$ cat config.mk
export PLATFORM = sky130hd
export DESIGN_NAME = align_shifter
export DESIGN_NICKNAME = d
export VERILOG_FILES = /design/src/rtl/align_shifter.sv
export SDC_FILE = /design/constraint.sdc
export NUM_CORES = 1
export LEC_CHECK = 0
export ABC_CLOCK_PERIOD_IN_PS = 1700
export CORE_MARGIN = 8
export CORE_UTILIZATION = 47
export CTS_CLUSTER_DIAMETER = 50
export CTS_CLUSTER_SIZE = 10
export DETAILED_ROUTE_END_ITERATION = 10
export PLACE_DENSITY = 0.85
export SLEW_MARGIN = 20
export SYNTH_ARGS = -nofsm -noshare
export SYNTH_HDL_FRONTEND = slang
export SYNTH_SLANG_ARGS = --single-unit
$ cat constraint.sdc
create_clock -name clk -period 1.7 [get_ports clk]
set_input_delay 0.34 -clock clk [delete_from_list [all_inputs] [get_ports clk]]
set_output_delay 0.34 -clock clk [all_outputs]
set_load 0.02 [all_outputs]
$ cat src/rtl/align_shifter.sv
// Exponent-alignment stage: picks the larger-exponent operand and right-shifts the other
// one bit per cycle into a sticky LSB; one operation in flight, valid/ready on both sides.
module align_shifter #(
  parameter int EXP_SIZE    = 8,
  parameter int MANTIS_SIZE = 23
) (
  input  logic                     clk,
  input  logic                     rst_n,
  input  logic                     in_valid,
  output logic                     in_ready,
  input  logic [MANTIS_SIZE+2:0]   mantis_a,
  input  logic [MANTIS_SIZE+2:0]   mantis_b,
  input  logic [EXP_SIZE-1:0]      exp_a,
  input  logic [EXP_SIZE-1:0]      exp_b,
  output logic                     out_valid,
  input  logic                     out_ready,
  output logic [MANTIS_SIZE+2:0]   mantis_big,
  output logic [MANTIS_SIZE+2:0]   mantis_small,
  output logic [EXP_SIZE-1:0]      exp_out,
  output logic                     swap
);

  localparam int W     = MANTIS_SIZE + 3;
  localparam int CNT_W = $clog2(W + 1);

  typedef enum logic [1:0] {IDLE, SHIFT, DONE} state_t;

  state_t               state_q, state_d;
  logic [W-1:0]         big_q, big_d;
  logic [W-1:0]         small_q, small_d;
  logic [EXP_SIZE-1:0]  exp_q, exp_d;
  logic                 swap_q, swap_d;
  logic [CNT_W-1:0]     cnt_q, cnt_d;

  logic                 b_larger;
  logic [EXP_SIZE-1:0]  diff;
  logic [31:0]          diff_ext;
  logic [CNT_W-1:0]     cnt_in;

  always_comb begin
    b_larger = (exp_b > exp_a);
    diff     = b_larger ? (exp_b - exp_a) : (exp_a - exp_b);
    diff_ext = 32'(diff);
    // Shifting past the full width leaves only the sticky bit, so clamp at W.
    cnt_in   = (diff_ext > 32'(W)) ? CNT_W'(W) : CNT_W'(diff_ext);
  end

  always_comb begin
    state_d = state_q;
    big_d   = big_q;
    small_d = small_q;
    exp_d   = exp_q;
    swap_d  = swap_q;
    cnt_d   = cnt_q;
    case (state_q)
      IDLE: begin
        if (in_valid) begin
          big_d   = b_larger ? mantis_b : mantis_a;
          small_d = b_larger ? mantis_a : mantis_b;
          exp_d   = b_larger ? exp_b : exp_a;
          swap_d  = b_larger;
          cnt_d   = cnt_in;
          state_d = (cnt_in == '0) ? DONE : SHIFT;
        end
      end
      SHIFT: begin
        small_d = {1'b0, small_q[W-1:2], small_q[1] | small_q[0]};
        cnt_d   = cnt_q - 1'b1;
        if (cnt_q == CNT_W'(1)) begin
          state_d = DONE;
        end
      end
      DONE: begin
        if (out_ready) begin
          state_d = IDLE;
        end
      end
      default: state_d = IDLE;
    endcase
  end

  always_ff @(posedge clk or negedge rst_n) begin
    if (!rst_n) begin
      state_q <= IDLE;
      big_q   <= '0;
      small_q <= '0;
      exp_q   <= '0;
      swap_q  <= 1'b0;
      cnt_q   <= '0;
    end else begin
      state_q <= state_d;
      big_q   <= big_d;
      small_q <= small_d;
      exp_q   <= exp_d;
      swap_q  <= swap_d;
      cnt_q   <= cnt_d;
    end
  end

  assign in_ready     = (state_q == IDLE);
  assign out_valid    = (state_q == DONE);
  assign mantis_big   = big_q;
  assign mantis_small = small_q;
  assign exp_out      = exp_q;
  assign swap         = swap_q;

endmodule

== Yosys cells after proc, flatten, opt, wreduce, memory -nomap -nowiden ==
Cells that the tools add are included.

* Bitwise gates (word level): 1
* Reduce and logical (&&, ||, !) cells: 6
* Eq/ne operators: 6
* $add $sub $neg: 3
* Multiplexer cells: 14
* Magnitude comparators: 2

{| class="wikitable"
|+ Operator list
! cell !! count
|-
| $mux W26 || 3
|-
| $pmux W26 S2 || 1
|-
| $mux W8 || 2
|-
| $sub A8 B8 Y8 || 2
|-
| $mux W5 || 2
|-
| $pmux W5 S2 || 1
|-
| $gt A8 B5 Y1 const B || 1
|-
| $gt A8 B8 Y1 || 1
|-
| $mux W2 || 4
|-
| $pmux W2 S3 || 1
|-
| $eq A5 B1 Y1 const B || 1
|-
| $logic_not A5 Y1 || 1
|-
| $sub A5 B1 Y5 const B || 1
|-
| $ne A2 B2 Y1 const B || 2
|-
| $reduce_and A2 Y1 || 2
|-
| $reduce_and A3 Y1 || 1
|-
| $eq A2 B1 Y1 const B || 1
|-
| $eq A2 B2 Y1 const B || 1
|-
| $logic_not A2 Y1 || 1
|-
| $ne A2 B1 Y1 const B || 1
|-
| $reduce_bool A2 Y1 || 1
|-
| $or A1 B1 Y1 || 1
|}

* Register bits after elaboration: 68
* Input port bits: 72
* Word-level logic and storage cells: 38

== Logic depth before layout (Yosys ltp) ==
* Depth after elaboration: 8
* Depth in mapped cells: 12
* Gate-level depth less buffers: 11

== Worst setup path after synthesis ==
Ideal clock, no wire load.

* Path type: input -> register
* Start: input exp_a[0]
* End: register state_q[0]
* Path buffers: 0
* Library setup time: 124 ps
* Stages: 11
* Setup slack: -1206 ps
* Arrival time: 2782 ps
* Path through: inv_1 -> ha_1 -> inv_1 -> fa_1 -> a21oi_1 -> o21bai_2 -> a22o_1 -> a2111o_1 -> o311a_1 -> or2_4 -> a211o_1

* Cells in the longest elaborated chain, start to end: 8
* Elaborated cells between the ends (all ways): 10
* Classes of those cells: add/sub (2); order compare (2); mux (5); reduce/logical (1)

{| class="wikitable"
|+ Ends and longest elaborated chain
! element !! line !! source
|-
| start: declaration || 13 || <nowiki>input logic [EXP_SIZE-1:0] exp_a,</nowiki>
|-
| $sub A8 B8 Y8 / $gt A8 B8 Y1 (equally long branches) || 42, 41 ||
|-
| $mux W8 * || 42 || <nowiki>diff = b_larger ? (exp_b - exp_a) : (exp_a - exp_b);</nowiki>
|-
| $gt A8 B5 Y1 || 45 || <nowiki>cnt_in = (diff_ext > 32'(W)) ? CNT_W'(W) : CNT_W'(diff_ext);</nowiki>
|-
| $mux W5 * || 45 ||
|-
| $logic_not A5 Y1 * || 63 || <nowiki>state_d = (cnt_in == '0) ? DONE : SHIFT;</nowiki>
|-
| $mux W2 * || 63 ||
|-
| $mux W2 * || 57 || <nowiki>if (in_valid) begin</nowiki>
|-
| $pmux W2 S3 * || 55 || <nowiki>case (state_q)</nowiki>
|-
| end signal: assignment || 91 || <nowiki>state_q <= state_d;</nowiki>
|-
| end: declaration || 28 || <nowiki>state_t state_q, state_d;</nowiki>
|}

Mark *: on every way between the ends. The rest lies on a longest branch, timed or not. The select of a mux whose other input is x is not followed.
A chain may end at the register's enable or synchronous reset.

== Worst setup path in the final report ==
Same ends and word-level chain as after synthesis.

==> flow_metrics.env <==
export IMPL_status="finished, violations left"
export IMPL_violations="negative setup slack"
export IMPL_syn_to_final_growth_pct=74.1
export IMPL_cp_start_kind="input pin"
export IMPL_syn_inst=484
export IMPL_fin_cells=816
export IMPL_end_kind="flip-flop"
export IMPL_setup_violations=68
export IMPL_drtPass1Iterations=5
export IMPL_rsz0062_at_grt="true"
export IMPL_clock_skew_ns=0.0159
export IMPL_gp_congestion=0.911
export IMPL_cp_required_ns=1.93
export IMPL_critPathMaxStageDelay_ns=0.40
export IMPL_fin_crit_sh_pct=152
export IMPL_insertion_delay_ns=0.34
export IMPL_syn_nets=575
export IMPL_synth_warnings=0
export IMPL_grt_max_degree=43
export IMPL_vias=4862
export IMPL_slew_headroom_pct=69.1
export IMPL_core_mm2=0.00872
export IMPL_synth_top_flop_cell="dfrtp_1"
export IMPL_layout_setup_ws_ns=-0.884
export IMPL_root_buffer="clkbuf_8"
export IMPL_dp_cells=768
export IMPL_synthesis_area_mm2=0.00421
export IMPL_grt_pass1_wl_um=26900
export IMPL_max_cap_violations=0
export IMPL_cts_tree="done"
export IMPL_grt_pass1_vias=5140
export IMPL_synth_edf_count=0
export IMPL_hold_path_class="in -> reg"
export IMPL_cts_made_buffers=9
export IMPL_placed_cell_area_mm2=0.00624
export IMPL_initial_utilization_pct=48.3
export IMPL_die_height_um=111
export IMPL_syn_area_per_cell_um2=8.70
export IMPL_fmax_mhz=387
export IMPL_io_pins=135
export IMPL_crit_path_max_fanout=5
export IMPL_post_route_min_period_ns=2.58
export IMPL_use_met3_pct=6.17
export IMPL_wl_um=17600
export IMPL_final_util_pct=84.0
export IMPL_async_reset_ff_share_pct=100
export IMPL_critPathKind="in -> reg"
export IMPL_die_w_um=111
export IMPL_final_cell_mix="clkdlybuf4s50_1 (79), buf_4 (73), nand2_1 (70), dfrtp_1 (68), nor2_1 (34)"
export IMPL_wl_per_cell_um=21.6
export IMPL_vias_per_cell=5.96
export IMPL_grt_overflow_total=0
export IMPL_synth_seq_cells=68
export IMPL_p_clk_share_pct=14.6
export IMPL_drt_iter0_drc=386
export IMPL_p_sw_w=0.00448
export IMPL_leakage_nw=3.42
export IMPL_pwr_share_seq_pct=27.9
export IMPL_grt_usage_pct=26.7
export IMPL_drc=0
export IMPL_slowest_stage="fa_2"
export IMPL_fin_nets=794
export IMPL_clk_pin_slew_ns=0.08
export IMPL_use_met2_pct=47.7
export IMPL_pre_cts_slack_ns=-1.63
export IMPL_dieArea_mm2=0.0122
export IMPL_hold_violations=0
export IMPL_stdcell_area_mm2=0.00733
export IMPL_final_antenna_net_count=0
export IMPL_power_density_mw_per_mm2=1430
export IMPL_gr_max_usage_layer="met2"
export IMPL_tns_ns=-39.94
export IMPL_combPwrFrac_pct=57.5
export IMPL_cts_buffer_depth=2
export IMPL_drive_gt1_share_pct=30.5
export IMPL_diodes=0
export IMPL_p_sw_share_pct=42.8
export IMPL_ir_drop_uv=751
export IMPL_yosys_cell_types_count=54
export IMPL_htreeDepth=3
export IMPL_yosysSeqAreaShare_pct=40.4
export IMPL_fillers=448
export IMPL_layout_commonest_cell="clkdlybuf4s50_1"
export IMPL_clkSinkCount=68
export IMPL_crit_arrival_ns=2.81
export IMPL_use_met1_pct=29.4
export IMPL_intPower_w=0.00598
export IMPL_place_hpwl_um=10900
export IMPL_drv_slew=0
export IMPL_worstPathCellList="buf_12 -> inv_12 -> ha_4 -> inv_2 -> fa_2 -> a21oi_2 -> o21bai_2 -> a22o_1 -> a2111o_1 -> o31a_2 -> or2_4 -> a211o_1"
export IMPL_worst_pin_slew_ns=0.464
export IMPL_numPortBuffers=134
export IMPL_rows=34
export IMPL_antenna_found_initial=0
-- sequential cells by signal, indices dropped and copies added (netlist names) --
register	count
mantis_big	26
mantis_small	26
exp_out	8
cnt_q	5
state_q	2
swap	1
-- area by class of cell --
type | count | area (um^2) | share of cell area (%)
well taps | 108 | 135 | 1.84
multi-input cells | 361 | 2700 | 36.8
clock buffers | 9 | 124 | 1.69
inverters | 24 | 118 | 1.60
flip-flops and latches | 68 | 1700 | 23.2
repair buffers | 239 | 2450 | 33.5
clock inverters | 7 | 98.8 | 1.35
-- per-stage QoR --
step / power, W / hold slack [ns]
after floorplan: 0.00571 / 0.0444
after global placement: 0.00811 / 0.295
after detailed placement: 0.00833 / 0.298
after CTS: 0.0102 / 0.423
after global routing: 0.0110 / 0.390
final: 0.0105 / 0.398
-- final timing paths --
check                                    to        from  cells past startpoint  slack (ns)
min reg2reg                      exp_out[3]  exp_out[3]                      2        0.50
min in group asynchronous    mantis_big[18]       rst_n                      2        0.48
max                              state_q[0]    exp_a[0]                     12       -0.88
min                              exp_out[3]    exp_a[3]                      4        0.40
max in group asynchronous  mantis_small[19]       rst_n                      3        0.67
max reg2reg                        cnt_q[1]  state_q[0]                      7       -0.10
-- worst max-delay path: cells and delay by family --
kind,cells,cell delay (ns)
AOI/OAI and AO/OA,6,1.45
adders and majority gates,2,0.53
and+or+nand+nor,1,0.28
buffers and inverters,3,0.20
-- synth_stat cells (3+ instances only) --
cell type / n / area share (%)
a31oi_1: 28 / 4.2
xnor2_1: 5 / 1.0
xor2_1: 3 / 0.62
nor3_1: 3 / 0.36
nor2_1: 44 / 3.9
nor2b_1: 3 / 0.45
buf_2: 5 / 0.59
nand4_1: 3 / 0.45
a21oi_1: 23 / 2.7
a22oi_1: 25 / 4.5
dfrtp_1: 68 / 40
or3_1: 3 / 0.45
ha_1: 17 / 5.1
nand2b_1: 4 / 0.59
mux2i_1: 29 / 6.9
inv_1: 24 / 2.1
a211o_1: 3 / 0.62
clkbuf_1: 22 / 2.0
nand2_1: 76 / 6.8
o21ai_0: 43 / 5.1
nand3_1: 5 / 0.59
o21a_1: 4 / 0.71
-- power groups by stage --
stage	clock, W	sequential, W	combinational (W)
final	0.00153	0.00291	0.00602
after global routing	0.00161	0.00298	0.00641
after CTS	0.00152	0.00287	0.00576
after detailed placement	0	0.00291	0.00542
after global placement	0	0.00287	0.00524
after floorplan	0	0.00367	0.00204
-- metal layers --
layer / wire length, um / part of all wire, %
met1: 6700 / 38
met2: 9110 / 52
met3: 1130 / 6.4
met4: 699 / 4.0
met5: 0 / 0
-- cells by family after synthesis --
family	share of synthesized area [%]
AOI/OAI and AO/OA	23.4
adders and majority gates	6.00
xor gates and xnor gates	1.66
and+or+nand+nor	15.5
muxes	6.89
buffers and inverters	6.06
DFF	40.4
-- repair_timing --
item / CTS / global route
hold buffers: 1 / 0
gates cloned: 7 / 2
gates resized for setup: 155 / 76
pin swaps: 46 / 33
endpoints found under the hold margin: 14 / 0
endpoints found under the setup margin: 86 / 89
setup buffers: 15 / 12
Note: power is estimated with default switching activity, not from simulation.
